--- src/rtl/memoria_rgb.sv ---
// Keypad-entry memory for one RGB triple: 3-digit entry, confirm stores R then G then B.
// Latency: a key event sampled at edge N is visible after edge N; no backpressure (one event per strobe edge).
module memoria_rgb #(
  parameter int MAX_VAL = 255
) (
  input  logic       clk,
  input  logic       reset,
  input  logic [4:0] digito,
  input  logic       cambio_digito,
  output logic [4:0] u,
  output logic [4:0] d,
  output logic [4:0] c,
  output logic       RGB_full,
  output logic [7:0] r_val,
  output logic [7:0] g_val,
  output logic [7:0] b_val
);

  typedef enum logic [1:0] {
    SLOT_R,
    SLOT_G,
    SLOT_B,
    FULL
  } slot_t;

  localparam logic [4:0] KEY_CONF    = 5'h0A;
  localparam logic [4:0] KEY_CLR     = 5'h0B;
  localparam logic [4:0] KEY_RESTART = 5'h0C;
  localparam logic [9:0] MAX10       = 10'(MAX_VAL);
  localparam logic [7:0] MAX8        = 8'(MAX_VAL);

  slot_t      slot_q, slot_d;
  logic       cambio_prev;
  logic       evento;
  logic [4:0] u_d, d_d, c_d;
  logic [7:0] r_d, g_d, b_d;
  logic [9:0] valor;
  logic [7:0] valor_sat;

  assign evento   = cambio_digito & ~cambio_prev;
  assign RGB_full = (slot_q == FULL);

  // Worst case 9*100 + 9*10 + 9 = 999 still fits in 10 bits.
  assign valor     = ({5'd0, c} * 10'd100) + ({5'd0, d} * 10'd10) + {5'd0, u};
  assign valor_sat = (valor > MAX10) ? MAX8 : valor[7:0];

  always_comb begin
    slot_d = slot_q;
    u_d    = u;
    d_d    = d;
    c_d    = c;
    r_d    = r_val;
    g_d    = g_val;
    b_d    = b_val;
    if (evento) begin
      if (digito == KEY_RESTART) begin
        slot_d = SLOT_R;
        u_d    = 5'd0;
        d_d    = 5'd0;
        c_d    = 5'd0;
        r_d    = 8'd0;
        g_d    = 8'd0;
        b_d    = 8'd0;
      end else if (slot_q != FULL) begin
        if (digito <= 5'd9) begin
          c_d = d;
          d_d = u;
          u_d = digito;
        end else if (digito == KEY_CONF) begin
          u_d = 5'd0;
          d_d = 5'd0;
          c_d = 5'd0;
          case (slot_q)
            SLOT_R: begin
              r_d    = valor_sat;
              slot_d = SLOT_G;
            end
            SLOT_G: begin
              g_d    = valor_sat;
              slot_d = SLOT_B;
            end
            SLOT_B: begin
              b_d    = valor_sat;
              slot_d = FULL;
            end
            default: slot_d = FULL;
          endcase
        end else if (digito == KEY_CLR) begin
          u_d = 5'd0;
          d_d = 5'd0;
          c_d = 5'd0;
        end
      end
    end
  end

  // Restart keeps tracking the strobe so a held restart key does not re-trigger.
  always_ff @(posedge clk) begin
    if (reset) begin
      cambio_prev <= 1'b0;
      slot_q      <= SLOT_R;
      u           <= 5'd0;
      d           <= 5'd0;
      c           <= 5'd0;
      r_val       <= 8'd0;
      g_val       <= 8'd0;
      b_val       <= 8'd0;
    end else begin
      cambio_prev <= cambio_digito;
      slot_q      <= slot_d;
      u           <= u_d;
      d           <= d_d;
      c           <= c_d;
      r_val       <= r_d;
      g_val       <= g_d;
      b_val       <= b_d;
    end
  end

endmodule

--- config.mk ---
export PLATFORM = sky130hd
export DESIGN_NAME = memoria_rgb
export DESIGN_NICKNAME = d
export VERILOG_FILES = /design/src/rtl/memoria_rgb.sv
export SDC_FILE = /design/constraint.sdc
export NUM_CORES = 1
export LEC_CHECK = 0
export ABC_AREA = 0
export CAP_MARGIN = 10
export CORE_MARGIN = 2
export CORE_UTILIZATION = 40
export DETAILED_ROUTE_END_ITERATION = 16
export PLACE_DENSITY = 0.66
export SYNTH_ARGS = -nofsm -noshare
export SYNTH_HDL_FRONTEND = slang
export SYNTH_SLANG_ARGS = --single-unit
export TNS_END_PERCENT = 100
--- constraint.sdc ---
create_clock -name clk -period 9.6 [get_ports clk]
set_clock_uncertainty 0.2 [all_clocks]
set_input_delay 1.44 -clock clk [delete_from_list [all_inputs] [get_ports clk]]
set_output_delay 1.44 -clock clk [all_outputs]
set_load 0.05 [all_outputs]
# Word level (Yosys, flattened, before mapping)

Index checks and enable logic that the tools add are counted.

Add/sub/neg operators: 2
Multipliers: 2
$lt $le $gt $ge: 2
Equal/unequal tests: 8
Multiplexer cells: 32
Bitwise operators: 2
Reductions and logical operators: 12

Operator list:

| kind                  | count |
|---|---|
| $mux W8               | 16 |
| $mux W5               | 11 |
| $eq A5 B4 Y1 const B  | 3 |
| $reduce_and A5 Y1     | 3 |
| $add A10 B5 Y10       | 1 |
| $add A10 B9 Y10       | 1 |
| $gt A10 B8 Y1 const B | 1 |
| $reduce_bool A2 Y1    | 5 |
| $mul A5 B3 Y8 const B | 1 |
| $mul A5 B5 Y8 const B | 1 |
| $mux W2               | 4 |
| $le A5 B4 Y1 const B  | 1 |
| $eq A2 B2 Y1 const B  | 2 |
| $ne A2 B2 Y1 const B  | 2 |
| $pmux W2 S2           | 1 |
| $reduce_and A4 Y1     | 1 |
| $reduce_bool A4 Y1    | 1 |
| $reduce_and A3 Y1     | 1 |
| $eq A2 B1 Y1 const B  | 1 |
| $logic_not A2 Y1      | 1 |
| $and A1 B1 Y1         | 1 |
| $not A1 Y1            | 1 |

Register bits: 42
Bits of input ports: 8
Output and inout bits: 40
Logic and storage cells: 68

# Logic depth before layout (Yosys ltp)

Word-level depth: 10
Mapped depth: 13
Mapped depth without buffers: 13

# Worst setup path before layout

OpenSTA, ideal clock, no wires.

Path type: reg2reg
Start point: register d[1]
End point: register b_val[0]
Library setup time: 74 ps
Data arrival time: 3893 ps
Data required time: 9326 ps
Path slack: 5433 ps
Stages on the path, launching flop included: 14
Buffers on the path: 1
Clock period less this slack: 4167 ps
Path through: dfxtp_1 -> ha_1 -> ha_1 -> fa_1 -> xor2_1 -> ha_1 -> ha_1 -> buf_2 -> and3_1 -> a22oi_1 -> o32ai_1 -> or4_4 -> a211o_2 -> o21ai_0

Word-level cells in the longest chain between the ends: 10

RTL lines:

| item                   | line | text |
|---|---|---|
| from (decl)            | 11   | `output logic [4:0] d,` |
| from (signal assigned) | 103  | `d <= 5'd0;` |
| from (signal assigned) | 112  | `d <= d_d;` |
| $mul A5 B3 Y8          | 44   | `assign valor = ({5'd0, c} * 10'd100) + ({5'd0, d} * 10'd10) + {5'd0, u};` |
| $add A10 B9 Y10        | 44   |  |
| $add A10 B5 Y10        | 44   |  |
| $gt A10 B8 Y1          | 45   | `assign valor_sat = (valor > MAX10) ? MAX8 : valor[7:0];` |
| $mux W8                | 45   |  |
| $mux W8                | 73   | `case (slot_q)` |
| $mux W8                | 69   | `end else if (digito == KEY_CONF) begin` |
| $mux W8                | 65   | `if (digito <= 5'd9) begin` |
| $mux W8                | 64   | `end else if (slot_q != FULL) begin` |
| $mux W8                | 56   | `if (digito == KEY_RESTART) begin` |
| to (signal assigned)   | 107  | `b_val <= 8'd0;` |
| to (signal assigned)   | 116  | `b_val <= b_d;` |
| to (decl)              | 16   | `output logic [7:0] b_val` |

Every way passes these cells. The select of a mux whose other input is x is not followed.
A chain may end at the register's enable or synchronous reset.

# Worst setup path after layout

Start point: register d[1]
End point: register b_val[6]

Word-level cells in the longest chain between the ends: 10

RTL lines:

| item              | line |
|---|---|
| $mul A5 B3 Y8 *   | 44 |
| $add A10 B9 Y10 * | 44 |
| $add A10 B5 Y10 * | 44 |
| $gt A10 B8 Y1     | 45 |
| $mux W8 *         | 45 |
| $mux W8 *         | 73 |
| $mux W8 *         | 69 |
| $mux W8 *         | 65 |
| $mux W8 *         | 64 |
| $mux W8 *         | 56 |

Mark *: on every way between the ends. The rest lies on a longest branch, timed or not. The select of a mux whose other input is x is not followed.

==> reports/qor.yml <==
die:
  dieArea_mm2: 0.00675
  core.rowCount: 28
  core_mm2: 0.00592
  chipWidth_um: 82.2
  die_y_um: 82.2
  ioPinCount: 48
  start_util: 0.413
place:
  place_congestion: 0.856
  portBuffers: 47
  placed_cells: 373
  place.detailed.hpwl_um: 4400
cells_and_area:
  nets: 347
  final_cell_mix: "clkdlybuf4s50_1 (47), dfxtp_1 (42), a21oi_1 (30), ha_1 (28), nand3_1 (22)"
  mostFrequentLayoutCell: "clkdlybuf4s50_1"
  antenna-diode-count: 0
  fillCellCount: 570
  drive_above_1_share: 0.0425
  final_cells: 381
  area_growth_syn_to_layout_pct: 25.9
clock_network:
  cts_buffer_depth: 2
  numCtsBuffers: 5
  clock_latency_ns: 0.29
  tritoncts: "built"
  post_cts_resized: 0
  clk_pin_slew_ns: 0.08
  holdBufCountCts: 0
  cts.sinks: 42
  h-tree-depth: 2
  cts.root.buffer_cell: "clkbuf_8"
  cts_setup_buffers: 0
global_route:
  grt_overflow_total: 0
  grt_pass1_wl_um: 9550
  grt_usage: 0.185
  grt_max_degree: 29
  first_global_vias: 1976
  antenna_found_initial: 0
power:
  ir_drop_mv: 0.0922
  comb_power_share: 0.049
  p_leak_nw: 1.32
  p_clk_frac: 0.416
  power_switching_w: 0.0000695
  cellPowerDensity_mw_per_mm2: 106
  p_int_w: 0.000258
  seq_power_share: 0.536
  power.share.switching: 0.212
run_status:
  status: "finished clean"
timing:
  rsz0062_at_grt: "no"
  relSlewSlack: 0.245
  drv_slew: 0
  fin_crit_ns: 4.09
  finalCritPeriodShare: 0.426
  worst_slew_pin_slew_ns: 1.13
  finalHoldViolations: 0
  max_freq_mhz: 244
  tns_ns: 0
  setup_viol: 0
detailed_routing:
  vias_per_cell: 5.54
  remaining_drc_errors: 0
  antenna_left: 0
  first_pass_iters: 4
  drt_iter0_markers: 76
  vias: 2109
  routed_wl_um: 5970
  routedWlPerCell_um: 15.7
worst_setup_path:
  critPathKind: "flip-flop to flip-flop"
  crit_fanout: 8
  cp-start-kind: "flip-flop"
  required_ns: 9.60
  arrival_ns: 4.09
  critPathCaptureType: "flip-flop"
synthesis:
  avgSynthCellArea_um2: 9.40
  synth_warnings: 0
  netlist_instances: 260
  synth_cell_types: 41
  yosysTopAreaCell: "dfxtp_1"
  yosys-top-cells-area: "dfxtp_1 (34%), ha_1 (14%), a21oi_1 (6.1%)"
  netlist.area_leader.share: 0.344
  yosysSeqAreaShare: 0.344
  ys_ff_latch: 42
  syn-num-nets: 302
  syn-cell-area_mm2: 0.00244
hold_path:
  worstHoldPathType: "flip-flop to flip-flop"
run:
  cap_violations: 0
power groups by stage:
stage               Sequential (W)  Combinational (W)  Clock (W)
CTS                       0.000175          0.0000157   0.000139
floorplan                 0.000180         0.00000841          0
finish                    0.000175          0.0000159   0.000136
global route              0.000175          0.0000173   0.000146
detailed placement        0.000179          0.0000156          0
global placement          0.000179          0.0000156          0
logic make-up (layout without fill, tap and decap cells):
kind of cell               after synthesis  after routing  share of synthesized area
AOI/OAI and AO/OA                       76             76                      0.214
adders and majority gates               34             34                      0.192
DFF                                     42             42                      0.344
and+or+nand+nor                         77             77                      0.168
buffers and inverters                   18             64                     0.0287
xor gates and xnor gates                13             13                     0.0522
flip-flops by register name, summed over array words and instances (netlist names):
name         count
u                5
d                5
b_val            8
slot_q           2
r_val            8
c                5
cambio_prev      1
g_val            8
synthesized netlist by cell type:
master and instances:
xnor2_1 7, a22oi_1 1, o22ai_1 1, nor2_1 12
o2111ai_1 1, a21o_1 5, nand4b_1 1, o32ai_1 1
a21oi_4 2, ha_1 28, nand3_1 22, nor2b_1 5
o21a_1 1, inv_1 9, a221oi_1 1, a211o_2 1
fa_1 6, or2_2 1, or4_1 1, nor3b_1 2
a211o_1 6, a21oi_1 30, a31oi_1 1, nand2b_1 2
clkbuf_1 7, and2_1 1, buf_2 2, o21ai_0 10
and3_1 5, nor3_1 4, or3_4 2, xor2_1 5
a221o_1 10, nand2_1 15, and4b_1 1, or4_4 1
xnor3_1 1, a21boi_0 4, nor4b_1 2, a211oi_1 1
dfxtp_1 42
critical path: stages (launching register included):
cell and delay, ns:
dfxtp_1 0.46, ha_1 0.28, ha_1 0.22, fa_1 0.41, xor2_1 0.18, ha_1 0.27
ha_1 0.39, and3_1 0.22, a22oi_1 0.18, o32ai_1 0.12, or4_4 0.59, a211o_2 0.38
o21ai_0 0.10
routing by layer:
metal  GRT usage  routed length, um  up-vias
met5           0                  0        -
met2       0.285               2830       50
met3      0.0326                200        8
li1            -                  -     1049
met1       0.252               2850     1002
met4      0.0817                 88        0
cell type report:
cell class / instances / area (um^2) / area share
multi-input cells: 200 / 1530 / 0.498
flip-flops and latches: 42 / 841 / 0.273
repair buffers: 47 / 470 / 0.153
well taps: 75 / 93.8 / 0.0305
clock buffers: 7 / 76.3 / 0.0248
inverters: 9 / 33.8 / 0.0110
clock inverters: 1 / 30.0 / 0.00975
path summary, 6_finish.rpt:
path         slack (ns)      from  endpoint  cells past startpoint
min reg2reg        0.27  r_val[6]  r_val[6]                      1
min                0.27  r_val[6]  r_val[6]                      1
max                5.51      d[1]  b_val[6]                     12
max reg2reg        5.51      d[1]  b_val[6]                     12
through the flow:
step / util / setup slack [ns] / area, um^2 / total power (W) / hold slack, ns
floorplan: - / 5.43 / 2440 / 0.000189 / 0.342
global placement: 0.502 / 5.49 / 2970 / 0.000195 / 0.255
detailed placement: 0.502 / 5.50 / 2970 / 0.000195 / 0.252
CTS: 0.520 / 5.53 / 3080 / 0.000330 / 0.281
global route: 0.520 / 5.32 / 3080 / 0.000339 / 0.290
finish: 0.520 / 5.51 / 3080 / 0.000327 / 0.270
Power figures use the tool's default switching activity.
